===== config.mk =====
export PLATFORM = sky130hd
export DESIGN_NAME = axi_lite_txn_arbiter_flat
export DESIGN_NICKNAME = d
export VERILOG_FILES = /design/src/rtl/axi_lite_txn_arbiter_if.sv /design/src/rtl/axi_lite_txn_arbiter.sv /design/src/flat_wrapper.sv
export SDC_FILE = /design/constraint.sdc
export NUM_CORES = 1
export LEC_CHECK = 0
export ABC_CLOCK_PERIOD_IN_PS = 3900
export CAP_MARGIN = 20
export CORE_ASPECT_RATIO = 0.75
export CORE_UTILIZATION = 44
export DETAILED_ROUTE_END_ITERATION = 8
export MAX_ROUTING_LAYER = met4
export PLACE_DENSITY_LB_ADDON = 0.1
export SYNTH_ARGS = -nofsm -noshare
export SYNTH_HDL_FRONTEND = slang
export SYNTH_SLANG_ARGS = --single-unit

===== constraint.sdc =====
create_clock -name aclk -period 3.9 [get_ports aclk]
set_clock_uncertainty 0.15 [all_clocks]
set_input_delay 0.39 -clock aclk [delete_from_list [all_inputs] [get_ports aclk]]
set_output_delay 0.39 -clock aclk [all_outputs]
set_load 0.005 [all_outputs]

===== src/rtl/axi_lite_txn_arbiter_if.sv =====
`default_nettype none
// ============================================================================
// Module   : axi_lite_txn_arbiter_if
// Brief    : Requester, master-command and status bundle for the arbiter.
// Revision : 1.0
// ============================================================================
interface axi_lite_txn_arbiter_if #(
    parameter int ADDR_W = 4,
    parameter int DATA_W = 32
);
    logic              req0_valid;
    logic              req1_valid;
    logic [ADDR_W-1:0] req0_addr;
    logic [ADDR_W-1:0] req1_addr;
    logic [DATA_W-1:0] req0_data;
    logic [DATA_W-1:0] req1_data;
    logic              req0_ready;
    logic              req1_ready;
    logic              req0_done;
    logic              req1_done;
    logic              req0_error;
    logic              req1_error;
    logic              m_txn_start;
    logic [ADDR_W-1:0] m_addr;
    logic [DATA_W-1:0] m_data;
    logic              m_done;
    logic              m_error;
    logic              busy;
    logic              grant_id;
    logic              timeout_flag;

    // Arbiter side
    modport slave (
        input  req0_valid, req1_valid, req0_addr, req1_addr, req0_data, req1_data,
        input  m_done, m_error,
        output req0_ready, req1_ready, req0_done, req1_done, req0_error, req1_error,
        output m_txn_start, m_addr, m_data, busy, grant_id, timeout_flag
    );

    // Requester / master-model side
    modport master (
        output req0_valid, req1_valid, req0_addr, req1_addr, req0_data, req1_data,
        output m_done, m_error,
        input  req0_ready, req1_ready, req0_done, req1_done, req0_error, req1_error,
        input  m_txn_start, m_addr, m_data, busy, grant_id, timeout_flag
    );
endinterface
`default_nettype wire


===== src/rtl/axi_lite_txn_arbiter.sv =====
`default_nettype none
// ============================================================================
// Module   : axi_lite_txn_arbiter
// Brief    : Round-robin sharing of one AXI4-Lite write master by two sources.
// Revision : 1.0
// ============================================================================
module axi_lite_txn_arbiter #(
    parameter int ADDR_W  = 4,
    parameter int DATA_W  = 32,
    parameter int TIMEOUT = 255
) (
    input  logic                   aclk,
    input  logic                   aresetn,
    axi_lite_txn_arbiter_if.slave  bus
);
    localparam int CNT_W = (TIMEOUT > 0) ? $clog2(TIMEOUT + 1) : 1;
    localparam logic [CNT_W-1:0] CNT_LIMIT = CNT_W'(TIMEOUT);

    typedef enum logic [1:0] {
        S_IDLE  = 2'd0,
        S_ISSUE = 2'd1,
        S_WAIT  = 2'd2
    } state_t;

    state_t            state_q;
    logic              last_grant_q;
    logic              grant_id_q;
    logic              ready0_q, ready1_q;
    logic              done0_q, done1_q;
    logic              err0_q, err1_q;
    logic              start_q;
    logic [ADDR_W-1:0] addr_q;
    logic [DATA_W-1:0] data_q;
    logic              busy_q;
    logic              tflag_q;
    logic [CNT_W-1:0]  cnt_q;

    logic              grant_d;
    logic              any_req_d;
    logic [CNT_W-1:0]  cnt_d;

    // On a tie the requester that did not win last time gets the grant
    always_comb begin
        any_req_d = bus.req0_valid | bus.req1_valid;
        grant_d   = ~last_grant_q;
        if (!(bus.req0_valid && bus.req1_valid)) begin
            grant_d = bus.req1_valid;
        end
        cnt_d = cnt_q + 1'b1;
    end

    always_ff @(posedge aclk) begin
        if (!aresetn) begin
            state_q      <= S_IDLE;
            last_grant_q <= 1'b1;
            grant_id_q   <= 1'b0;
            ready0_q     <= 1'b0;
            ready1_q     <= 1'b0;
            done0_q      <= 1'b0;
            done1_q      <= 1'b0;
            err0_q       <= 1'b0;
            err1_q       <= 1'b0;
            start_q      <= 1'b0;
            addr_q       <= '0;
            data_q       <= '0;
            busy_q       <= 1'b0;
            tflag_q      <= 1'b0;
            cnt_q        <= '0;
        end else begin
            ready0_q <= 1'b0;
            ready1_q <= 1'b0;
            done0_q  <= 1'b0;
            done1_q  <= 1'b0;
            err0_q   <= 1'b0;
            err1_q   <= 1'b0;
            start_q  <= 1'b0;
            unique case (state_q)
                S_IDLE: begin
                    if (any_req_d) begin
                        grant_id_q   <= grant_d;
                        last_grant_q <= grant_d;
                        addr_q       <= grant_d ? bus.req1_addr : bus.req0_addr;
                        data_q       <= grant_d ? bus.req1_data : bus.req0_data;
                        ready0_q     <= ~grant_d;
                        ready1_q     <= grant_d;
                        start_q      <= 1'b1;
                        busy_q       <= 1'b1;
                        state_q      <= S_ISSUE;
                    end
                end
                S_ISSUE: begin
                    cnt_q   <= '0;
                    state_q <= S_WAIT;
                end
                S_WAIT: begin
                    // Completion takes priority over the watchdog limit
                    if (bus.m_done) begin
                        done0_q <= ~grant_id_q;
                        done1_q <= grant_id_q;
                        err0_q  <= ~grant_id_q & bus.m_error;
                        err1_q  <= grant_id_q & bus.m_error;
                        busy_q  <= 1'b0;
                        state_q <= S_IDLE;
                    end else if (TIMEOUT != 0 && cnt_q != CNT_LIMIT) begin
                        cnt_q <= cnt_d;
                        if (cnt_d == CNT_LIMIT) begin
                            tflag_q <= 1'b1;
                        end
                    end
                end
                default: begin
                    busy_q  <= 1'b0;
                    state_q <= S_IDLE;
                end
            endcase
        end
    end

    assign bus.req0_ready   = ready0_q;
    assign bus.req1_ready   = ready1_q;
    assign bus.req0_done    = done0_q;
    assign bus.req1_done    = done1_q;
    assign bus.req0_error   = err0_q;
    assign bus.req1_error   = err1_q;
    assign bus.m_txn_start  = start_q;
    assign bus.m_addr       = addr_q;
    assign bus.m_data       = data_q;
    assign bus.busy         = busy_q;
    assign bus.grant_id     = grant_id_q;
    assign bus.timeout_flag = tflag_q;
endmodule
`default_nettype wire


===== src/flat_wrapper.sv =====
// flat-port wrapper written by rule: the top's interface ports become plain ports
module axi_lite_txn_arbiter_flat 
#(
    parameter int ADDR_W  = 4,
    parameter int DATA_W  = 32,
    parameter int TIMEOUT = 255
)
  (aclk, aresetn, bus_req0_valid, bus_req1_valid, bus_req0_addr, bus_req1_addr, bus_req0_data, bus_req1_data, bus_m_done, bus_m_error, bus_req0_ready, bus_req1_ready, bus_req0_done, bus_req1_done, bus_req0_error, bus_req1_error, bus_m_txn_start, bus_m_addr, bus_m_data, bus_busy, bus_grant_id, bus_timeout_flag);
  axi_lite_txn_arbiter_if #(.ADDR_W(ADDR_W), .DATA_W(DATA_W)) bus_i ();
  input  logic aclk;
  input  logic aresetn;
  input wire logic [$bits(bus_i.req0_valid)-1:0] bus_req0_valid;
  input wire logic [$bits(bus_i.req1_valid)-1:0] bus_req1_valid;
  input wire logic [$bits(bus_i.req0_addr)-1:0] bus_req0_addr;
  input wire logic [$bits(bus_i.req1_addr)-1:0] bus_req1_addr;
  input wire logic [$bits(bus_i.req0_data)-1:0] bus_req0_data;
  input wire logic [$bits(bus_i.req1_data)-1:0] bus_req1_data;
  input wire logic [$bits(bus_i.m_done)-1:0] bus_m_done;
  input wire logic [$bits(bus_i.m_error)-1:0] bus_m_error;
  output wire logic [$bits(bus_i.req0_ready)-1:0] bus_req0_ready;
  output wire logic [$bits(bus_i.req1_ready)-1:0] bus_req1_ready;
  output wire logic [$bits(bus_i.req0_done)-1:0] bus_req0_done;
  output wire logic [$bits(bus_i.req1_done)-1:0] bus_req1_done;
  output wire logic [$bits(bus_i.req0_error)-1:0] bus_req0_error;
  output wire logic [$bits(bus_i.req1_error)-1:0] bus_req1_error;
  output wire logic [$bits(bus_i.m_txn_start)-1:0] bus_m_txn_start;
  output wire logic [$bits(bus_i.m_addr)-1:0] bus_m_addr;
  output wire logic [$bits(bus_i.m_data)-1:0] bus_m_data;
  output wire logic [$bits(bus_i.busy)-1:0] bus_busy;
  output wire logic [$bits(bus_i.grant_id)-1:0] bus_grant_id;
  output wire logic [$bits(bus_i.timeout_flag)-1:0] bus_timeout_flag;
  assign bus_i.req0_valid = bus_req0_valid;
  assign bus_i.req1_valid = bus_req1_valid;
  assign bus_i.req0_addr = bus_req0_addr;
  assign bus_i.req1_addr = bus_req1_addr;
  assign bus_i.req0_data = bus_req0_data;
  assign bus_i.req1_data = bus_req1_data;
  assign bus_i.m_done = bus_m_done;
  assign bus_i.m_error = bus_m_error;
  assign bus_req0_ready = bus_i.req0_ready;
  assign bus_req1_ready = bus_i.req1_ready;
  assign bus_req0_done = bus_i.req0_done;
  assign bus_req1_done = bus_i.req1_done;
  assign bus_req0_error = bus_i.req0_error;
  assign bus_req1_error = bus_i.req1_error;
  assign bus_m_txn_start = bus_i.m_txn_start;
  assign bus_m_addr = bus_i.m_addr;
  assign bus_m_data = bus_i.m_data;
  assign bus_busy = bus_i.busy;
  assign bus_grant_id = bus_i.grant_id;
  assign bus_timeout_flag = bus_i.timeout_flag;
  axi_lite_txn_arbiter #(.ADDR_W(ADDR_W), .DATA_W(DATA_W), .TIMEOUT(TIMEOUT)) u_core (.aclk(aclk), .aresetn(aresetn), .bus(bus_i));
endmodule

==> results of run 1 <==
-- metrics by stage --
step                instance area (um2)  setup slack [ns]  total power, mW  utilization, %
floorplan                          2547             2.149           0.8307               -
global placement                   3836             1.400            1.039           70.16
detailed placement                 3836             1.347            1.045           70.16
CTS                                4010             1.645            1.534           73.34
global route                       4010             1.461            1.602           73.34
finish                             4010             1.642            1.517           73.34
-- sequential cells by signal, indices dropped and copies added, names as in the netlist, 2 cells and up --
register,count
u_core.bus.m_addr,4
u_core.bus.m_data,32
u_core.cnt_q,8
u_core.state_q,2
-- per-layer routing --
metal	GRT usage, %	part of all wire (%)	wire [um]	vias up
met4	11.29	2.3	153	0
met2	36.44	45	2951	94
met5	-	0	0	-
li1	-	-	-	1222
met3	8.333	8.1	527	13
met1	26.49	44	2908	1104
-- power groups by stage --
stage,logic [mW],registers [mW],clock network [mW]
3_3_place_gp,0.357,0.682,0
2_1_floorplan,0.147,0.684,0
6_report,0.363,0.672,0.483
5_1_grt,0.394,0.678,0.530
3_5_place_dp,0.363,0.683,0
4_1_cts,0.367,0.672,0.495
-- worst min path at each step --
stage | start | to | slack (ns) | depth (start not counted)
after global routing | u_core.bus.m_data[21] | u_core.bus.m_data[21] | 0.37 | 2
final | u_core.bus.timeout_flag | u_core.bus.timeout_flag | 0.32 | 2
after floorplan | u_core.cnt_q[4] | u_core.cnt_q[4] | 0.30 | 1
after detailed placement | u_core.bus.timeout_flag | u_core.bus.timeout_flag | 0.31 | 2
after CTS | u_core.bus.timeout_flag | u_core.bus.timeout_flag | 0.32 | 2
after global placement | u_core.bus.timeout_flag | u_core.bus.timeout_flag | 0.31 | 2
-- worst max-delay path: stages, from the launching register on --
cell and delay (ns):
dfxtp_1 0.38, nor2_1 0.23, o21a_2 0.84, buf_4 0.32, nor2_1 0.05, a211oi_1 0.20
-- cell type report --
class | count | area (um2)
fillers | 433 | 1458
multi-input cells | 191 | 1318
repair buffers | 128 | 1269
flip-flops and latches | 57 | 1141
clock buffers | 13 | 158.9
well taps | 75 | 93.84
clock inverters | 3 | 15.01
inverters | 4 | 15.01
-- cell usage after synthesis (all sizes together) (2+ instances only) --
| master | number | area, um2 |
|---|---|---|
| a211oi | 38 | 285.3 |
| a21boi | 2 | 15.02 |
| a21oi | 7 | 38.79 |
| and2 | 4 | 25.02 |
| and3 | 6 | 37.54 |
| buf | 11 | 56.30 |
| clkbuf | 8 | 30.03 |
| dfxtp | 57 | 1141 |
| ha | 2 | 25.02 |
| inv | 3 | 11.26 |
| mux2i | 36 | 360.4 |
| nand2 | 9 | 33.78 |
| nand2b | 3 | 18.77 |
| nand3 | 4 | 20.02 |
| nor2 | 41 | 153.9 |
| nor2b | 6 | 37.54 |
| nor4 | 3 | 18.77 |
| o21a | 3 | 22.52 |
| o21ai | 7 | 35.03 |
| o21bai | 2 | 15.01 |
| o31a | 2 | 17.52 |
-- cell families (layout without fill, tap and decap cells) --
family	after synthesis	after routing	synth area share [%]
adders and majority gates	2	2	0.9822
DFF	57	57	44.79
AOI/OAI and AO/OA	67	67	19.45
muxes	37	37	14.59
xor gates and xnor gates	1	1	0.3439
and+or+nand+nor	84	84	15.87
buffers and inverters	23	148	3.978
==> impl_metrics.json, run 1 <==
{
  "fin_crit_ns": 2.258,
  "synth_nets": 351,
  "worst_slew_pin_slew_ns": 0.9850,
  "p_seq_share_pct": 44.3,
  "drt_wl_total_um": 6540,
  "final_hold_viol_count": 0,
  "ys_warn_count": 0,
  "whs_ns": 0.3203,
  "htreeDepth": 3,
  "worstSetupEndpointType": "flip-flop",
  "num_io_pins": 124,
  "via_per_inst": 5.166,
  "finalSetupTns_ns": 0,
  "clock_sinks": 57,
  "layout_commonest_cell": "clkdlybuf4s50_1",
  "core-area_um2": 5468,
  "cp.required_ns": 4.00,
  "critPathLaunch": "u_core.state_q[0]",
  "async_reset_ff_share_pct": 0,
  "portBuffers": 123,
  "power.density_nw_per_um2": 378.4,
  "critPathKind": "flip-flop to flip-flop",
  "grt_remaining_overflow": 0,
  "cp_max_fo": 56,
  "initial_utilization_pct": 46.59,
  "clk_pin_slew_ns": 0.06,
  "dp_hpwl_um": 4739,
  "diodes": 0,
  "final_cells": 471,
  "synth-edff-count": 0,
  "clock_path_buffers": 2,
  "timing.rr.start": "u_core.state_q[0]",
  "worstSetupStartpointType": "flip-flop",
  "seq_area_frac_synth_pct": 44.79,
  "critPathCapture": "u_core.bus.m_data[2]",
  "fmax_mhz": 442.9,
  "drive_above_1_share_pct": 6.313,
  "worstRegToRegCells": 5,
  "status": "complete, no violations",
  "drc": 0,
  "grt_pass1_wl_um": 10260,
  "first_iter_violations": 95,
  "detail-route-antenna-nets": 0,
  "irDropWorstVdd_uv": 244.8,
  "p_switching_uw": 396.8,
  "slew_headroom_pct": 34.34,
  "syn2layout_area_growth_pct": 57.42,
  "intPower_mw": 1.120,
  "grt_start_max_net_pins": 57,
  "dieArea_um2": 6101,
  "grt_pass1_vias": 2155,
  "r2r_slack_ns": 1.64,
  "pwr-share-clk_pct": 31.8,
  "cts_tree": "built",
  "maxSlewViolCount": 0,
  "num_rows": 23,
  "routabilityCongestion": 0.8415,
  "ys_types": 42,
  "avgSynthCellArea_um2": 9.400,
  "worstHoldPathType": "flip-flop to flip-flop",
  "drv_cap": 0,
  "wire_per_inst_um": 13.89,
  "synth-seq-cells": 57,
  "finalCritPeriodShare_pct": 57.90,
  "cts_resized": 0,
  "antenna_found_initial": 0,
  "numCtsBuffers": 9,
  "final_cell_mix": "clkdlybuf4s50_1 (123), dfxtp_1 (57), nor2_1 (41)",
  "power_switching_share_pct": 26.15,
  "synth_flop_cell": "dfxtp_1",
  "hold_buffers": 0,
  "rsz0062_at_grt": "false",
  "post_cts_buffers": 0,
  "power.leakage_nw": 1.506,
  "finalSetupViolCount": 0,
  "die_y_um": 67.90,
  "die_x_um": 89.86,
  "vias": 2433,
  "clkLatencyLatePin_ns": 0.34,
  "fin_nets": 471,
  "r2r_end": "u_core.bus.m_data[2]",
  "drt-pass1-iter-count": 4,
  "syn_area_um2": 2547,
  "cts_root_buf": "clkbuf_8",
  "p_comb_share_pct": 23.9,
  "crit_arrival_ns": 2.36,
  "synthCells": 271,
  "dpl.cell_count": 455,
  "grt_usage_pct": 23.02
}
Note: power is estimated with default switching activity, not from simulation.
==> run 2, diff against run 1 <==
--- a/config.mk
+++ b/config.mk
@@ -5,10 +5,10 @@
 export SDC_FILE = /design/constraint.sdc
 export NUM_CORES = 1
 export LEC_CHECK = 0
-export ABC_CLOCK_PERIOD_IN_PS = 3900
+export ABC_CLOCK_PERIOD_IN_PS = 1990
 export CAP_MARGIN = 20
 export CORE_ASPECT_RATIO = 0.75
-export CORE_UTILIZATION = 44
+export CORE_UTILIZATION = 37
 export DETAILED_ROUTE_END_ITERATION = 8
 export MAX_ROUTING_LAYER = met4
 export PLACE_DENSITY_LB_ADDON = 0.1
==> constraint.sdc (replaced) <==
create_clock -name aclk -period 1.99 [get_ports aclk]
set_clock_uncertainty 0.15 [all_clocks]
set_input_delay 0.199 -clock aclk [delete_from_list [all_inputs] [get_ports aclk]]
set_output_delay 0.199 -clock aclk [all_outputs]
set_load 0.005 [all_outputs]
==> run 2 against run 1 <==
- the run now ends with DRC left
- final cell count rose by 3.4%
- sequential power rose by 95%
- setup slack got worse by 1.5 ns
- sequential share of layout area fell by 0.96 points
- critical path type unchanged
- largest cell class is now buffers
- largest power group unchanged
- highest routed layer unchanged
==> impl_metrics.json, run 2 (same netlist as run 1, synthesis figures left out) <==
{
  "die_y_um": 73.86,
  "num_rows": 25,
  "vias": 2422,
  "drc": 16,
  "drt_wl_total_um": 6531,
  "initial_utilization_pct": 39.34,
  "clkLatencyLatePin_ns": 0.32,
  "numCtsBuffers": 9,
  "first_iter_violations": 94,
  "clock_sinks": 57,
  "wl_met3_um": 510,
  "clock_path_buffers": 2,
  "maxSlewViolCount": 0,
  "slew_headroom_pct": 73.25,
  "portBuffers": 123,
  "status": "finished, violations left",
  "htreeDepth": 3,
  "dpl-instance-area_um2": 3989,
  "final_hold_viol_count": 0,
  "power.density_nw_per_um2": 710.2,
  "drt-pass1-iter-count": 6,
  "violations": "DRC",
  "num_io_pins": 124,
  "cts_resized": 0,
  "wl_met1_um": 3039,
  "largest_reg_flops": 32,
  "post-route-cell-area_um2": 4150,
  "finalCritPeriodShare_pct": 91.77,
  "routabilityCongestion": 0.8131,
  "cts_root_buf": "clkbuf_8",
  "grt_pass1_wl_um": 10330,
  "cp.required_ns": 2.09,
  "wire_per_inst_um": 13.41,
  "cp_max_fo": 6,
  "post_cts_buffers": 0,
  "wl_met2_um": 2884,
  "grt_start_max_net_pins": 45,
  "final_cell_mix": "clkdlybuf4s50_1 (123), dfxtp_1 (57), nor2_1 (41)",
  "finalSetupTns_ns": 0,
  "antenna_found_initial": 0,
  "worstHoldPathType": "input pin to flip-flop",
  "layout_commonest_cell": "clkdlybuf4s50_1",
  "critPathKind": "flip-flop to flip-flop",
  "crit_arrival_ns": 1.93,
  "drv_cap": 0,
  "irDropWorstVdd_uv": 406.4,
  "dieArea_um2": 7224,
  "via_per_inst": 4.973,
  "grt_pass1_vias": 2260,
  "power.leakage_nw": 1.579,
  "fmax_mhz": 547.6,
  "routed.top_layer": "met4",
  "fin_crit_ns": 1.826,
  "clk_pin_slew_ns": 0.06,
  "worstSetupStartpointType": "flip-flop",
  "cts_tree": "built",
  "drive_above_1_share_pct": 8.867,
  "total_power_mw": 2.948,
  "detail-route-antenna-nets": 0,
  "rsz0062_at_grt": "false",
  "worst_slew_pin_slew_ns": 0.4008,
  "hold_buffers": 0,
  "grt_remaining_overflow": 0,
  "die_x_um": 97.81,
  "diodes": 0,
  "worstSetupEndpointType": "flip-flop",
  "grt_usage_pct": 19.11,
  "dp_hpwl_um": 4921,
  "fin_nets": 482,
  "finalSetupViolCount": 0,
  "syn2layout_area_growth_pct": 62.92,
  "core-area_um2": 6475
}
-- run 2: cell count changes in the layout (fill, tap and decap cells not counted) --
cell,previous run,this run
clkbuf_1,2,1
clkinv_2,3,4
buf_12,0,5
buf_4,5,11
clkbuf_8,11,10
-- run 2: final cells by class --
cell class | count | area, um2
sequential | 57 | 1141
multi-input combinational | 191 | 1318
clock inverter | 4 | 20.02
tap | 81 | 101.3
timing repair buffer | 139 | 1414
inverter | 4 | 15.01
clock buffer | 11 | 141.4
fill | 562 | 2325
-- run 2: final timing paths --
check	cells past startpoint	from	slack [ns]	to
worst max-delay path	5	u_core.cnt_q[0]	0.16	u_core.cnt_q[1]
worst min-delay path	3	bus_m_error	0.28	u_core.bus.req0_error
worst max register to register	5	u_core.cnt_q[0]	0.16	u_core.cnt_q[1]
worst min register to register	2	u_core.bus.timeout_flag	0.32	u_core.bus.timeout_flag
-- run 2: where the power goes --
part	leakage (nW)	internal [mW]	total, mW	switching (mW)
clock	0.0887	0.469	0.887	0.417
sequential	0.471	1.25	1.31	0.0576
combinational	1.02	0.466	0.752	0.286
total	1.58	2.19	2.95	0.761
-- run 2: metal layers --
layer  global-route usage [%]  vias up
met1                    22.14     1073
met4                    7.407        0
met3                    7.326       10
li1                         -     1249
met5                        -        -
met2                    30.26       90
-- run 2: stage by stage --
step | hold WS (ns) | utilization (%) | std cells | worst slack [ns]
floorplan | 0.1628 | - | 271 | 0.2462
global placement | 0.3085 | 61.60 | 472 | -0.005800
detailed placement | 0.3186 | 61.60 | 472 | -0.04307
CTS | 0.2623 | 64.10 | 487 | 0.1758
global route | 0.2845 | 64.10 | 487 | 0.05443
finish | 0.2774 | 64.10 | 487 | 0.1638
-- run 2: critical path: stages, from the launching register on --
cell,delay [ns]
dfxtp_1,0.31
ha_1,0.24
and4_1,0.26
a41oi_4,0.34
mux2_2,0.37
nor2_1,0.09
==> edit (config.mk and constraints of run 1) <==
The 3 states of `state_t` get a one-hot encoding in 3 bits.
--- a/src/rtl/axi_lite_txn_arbiter.sv
+++ b/src/rtl/axi_lite_txn_arbiter.sv
@@ -16,10 +16,10 @@
     localparam int CNT_W = (TIMEOUT > 0) ? $clog2(TIMEOUT + 1) : 1;
     localparam logic [CNT_W-1:0] CNT_LIMIT = CNT_W'(TIMEOUT);
 
-    typedef enum logic [1:0] {
-        S_IDLE  = 2'd0,
-        S_ISSUE = 2'd1,
-        S_WAIT  = 2'd2
+    typedef enum logic [2:0] {
+        S_IDLE  = 3'b001,
+        S_ISSUE = 3'b010,
+        S_WAIT  = 3'b100
     } state_t;
 
     state_t            state_q;
Function: no difference found for any inputs over 10 cycles, from zero or initial values and one cycle with aresetn low; not proved beyond that.
==> edit against run 1 <==
Sequential share of layout area down 0.39 points. Wire length increased by 0.34%. Synthesized area increased by 4.4%. Count of clock-buffer cells in the layout decreased by 1. Sequential cell count up 1. Setup slack better by 0.090 ns. Power increased by 30%. Global-route usage fell by 0.91 points. Design area is 3.2% higher. Critical path type unchanged. Largest cell class unchanged. Largest power group unchanged.
==> edit: results (changes against run 1) <==
* Status: completed (unchanged)
* Hold Crit Depth at 2 (unchanged)
* Cells on worst reg2reg path at 4 (was 5)
* Relative slew slack at 44.5% (was 34.3%)
* H-tree depth at 3 (unchanged)
* Worst vdd ir at 0.283 mV (was 0.245 mV)
* Worst hold slack at 0.343 ns (was 0.320 ns)
* Sequential-to-total area share from yosys stat at 43.7% (was 44.8%)
* Share of post-route cells with drive strength above 1 at 7.67% (was 6.31%)
* Max FFs per register at 32 (unchanged)
* Vias per cell at 5.01 (was 5.17)
* Hold WC Path Type: register to register (unchanged)
* Number of setup buffers added after CTS at 0 (unchanged)
* Layout Nets at 466 (was 471)
* Clock slew at reported path FFs at 0.07 ns
* Pre-antenna DRT Iters at 4 (unchanged)
* Port buffer count at 123 (unchanged)
* Routed WL at 6560 um (was 6540 um)
* Cell variety after synth at 47 (was 42)
* Pin count of the biggest net entering global routing at 77 (was 57)
* Reg-to-Reg End: u_core.bus.m_data[26]$_SDFFE_PN0P_ (was u_core.bus.m_data[2]$_SDFFE_PN0P_)
* Dominant cells by area after synthesis: dfxtp_1 44%, mux2i_1 14%, a211oi_1 9.6%, nor2_1 6.5%, a21o_1 1.7% (was dfxtp_1 45%, mux2i_1 14%, a211oi_1 11%, nor2_1 6.0%, and3_1 1.5%)
* Yosys warns at 0 (unchanged)
* Ys async rst share at 0% (unchanged)
* Syn avg cell area at 9.85 sq um (was 9.40 sq um)
* Endpoint, Worst Hold: u_core.bus.busy$_SDFFE_PN0P_ (was u_core.bus.timeout_flag$_SDFFE_PN0P_)
* Clock latency on the worst-skew pair at 0.35 ns
* Gpl congestion at 0.756 (was 0.842)
* Hold_sp: u_core.bus.busy$_SDFFE_PN0P_ (was u_core.bus.timeout_flag$_SDFFE_PN0P_)
* Clock buffer count from CTS at 9 (unchanged)
* Clk buf depth at 2 (unchanged)
* # resized after CTS at 0 (unchanged)
* Antenna violations before repair at 0 (unchanged)
* Crit path launch: u_core.state_q[0]$_SDFFE_PN1P_ (was u_core.state_q[0]$_SDFFE_PN0P_)
* DP Worst Slack at 1.48 ns (was 1.35 ns)
* WS Path Type: register to register (unchanged)
* # diodes at 0 (unchanged)
* Leak Pwr at 0.00157 uW (was 0.00151 uW)
* Overall Global Routing Usage at 22.1% (was 23.0%)
* First-pass GRT wire length at 10600 um (was 10300 um)
* Post-Syn Nets at 350 (was 351)
* Vias in the first global route at 2131 (was 2155)
* Setup slack after layout at 1.73 ns (was 1.64 ns)
* WL per Instance at 14.0 um (was 13.9 um)
* Hpwl dp at 4600 um (was 4740 um)
* Post-synth top cells: 58 x dfxtp_1, 46 x nor2_1, 37 x mux2i_1, 34 x a211oi_1 (was 57 x dfxtp_1, 41 x nor2_1, 38 x a211oi_1, 36 x mux2i_1, 9 x nand2_1)
* Layout filler cell count at 464 (was 433)
* DRT iter0 DRCs at 81 (was 95)
* Placed cell count at 453 (was 455)
* Sw frac at 26.0% (was 26.2%)
* Worst-path fanout max at 76 (was 56)
* Arr. time, crit path at 2.27 ns (was 2.36 ns)
==> edit: cell types whose count changed in the layout (fill, tap and decap cells not counted), sizes merged, moves of 3 or more <==
cell,delta
bufinv,+3
nor2b,-5
nor3,+3
o21ai,-3
nor4,-3
buf,-3
inv,+4
nand2,-5
a21o,+6
clkinv,-4
nor2,+5
==> edit: layout make-up <==
cell class / instances / area share (%)
well taps: 78 / 2.36
multi-input cells: 185 / 32.7
repair buffers: 125 / 30.1
clock inverters: 4 / 2.36
inverters: 7 / 0.635
clock buffers: 12 / 3.75
flip-flops and latches: 58 / 28.1
==> edit: kinds of logic after synthesis <==
logic type	Yosys count	synth area share, %
xor gates and xnor gates	3	0.988
and+or+nand+nor	78	15.2
muxes	37	13.9
AOI/OAI and AO/OA	65	19.5
adders and majority gates	2	0.941
buffers and inverters	27	5.69
DFF	58	43.7
==> edit: critical path, stage by stage, from the launching register on <==
cell	delay (ns)
dfxtp_1	0.47
nor3b_4	0.34
and2b_4	0.75
nor2_1	0.09
a211oi_1	0.25
==> edit: power by group through the flow <==
stage	clock, uW	sequential [uW]	combinational, uW
floorplan	0	752	269
global placement	0	751	518
detailed placement	0	755	529
CTS	708	743	533
global route	741	752	579
finish	696	742	529
==> edit: through the flow <==
step,cell area (sq um),total power (uW)
floorplan,2660,1020
global placement,3880,1270
detailed placement,3880,1280
CTS,4140,1980
global route,4140,2070
finish,4140,1970
==> edit: layer usage <==
layer | global-route usage [%] | routed length (um) | share of wire (%) | up-vias
li1 | - | - | - | 1207
met1 | 28.2 | 3040 | 46 | 1054
met2 | 31.9 | 2870 | 44 | 82
met3 | 9.32 | 566 | 8.6 | 9
met4 | 6.77 | 80 | 1.2 | 0
met5 | - | 0 | 0 | -
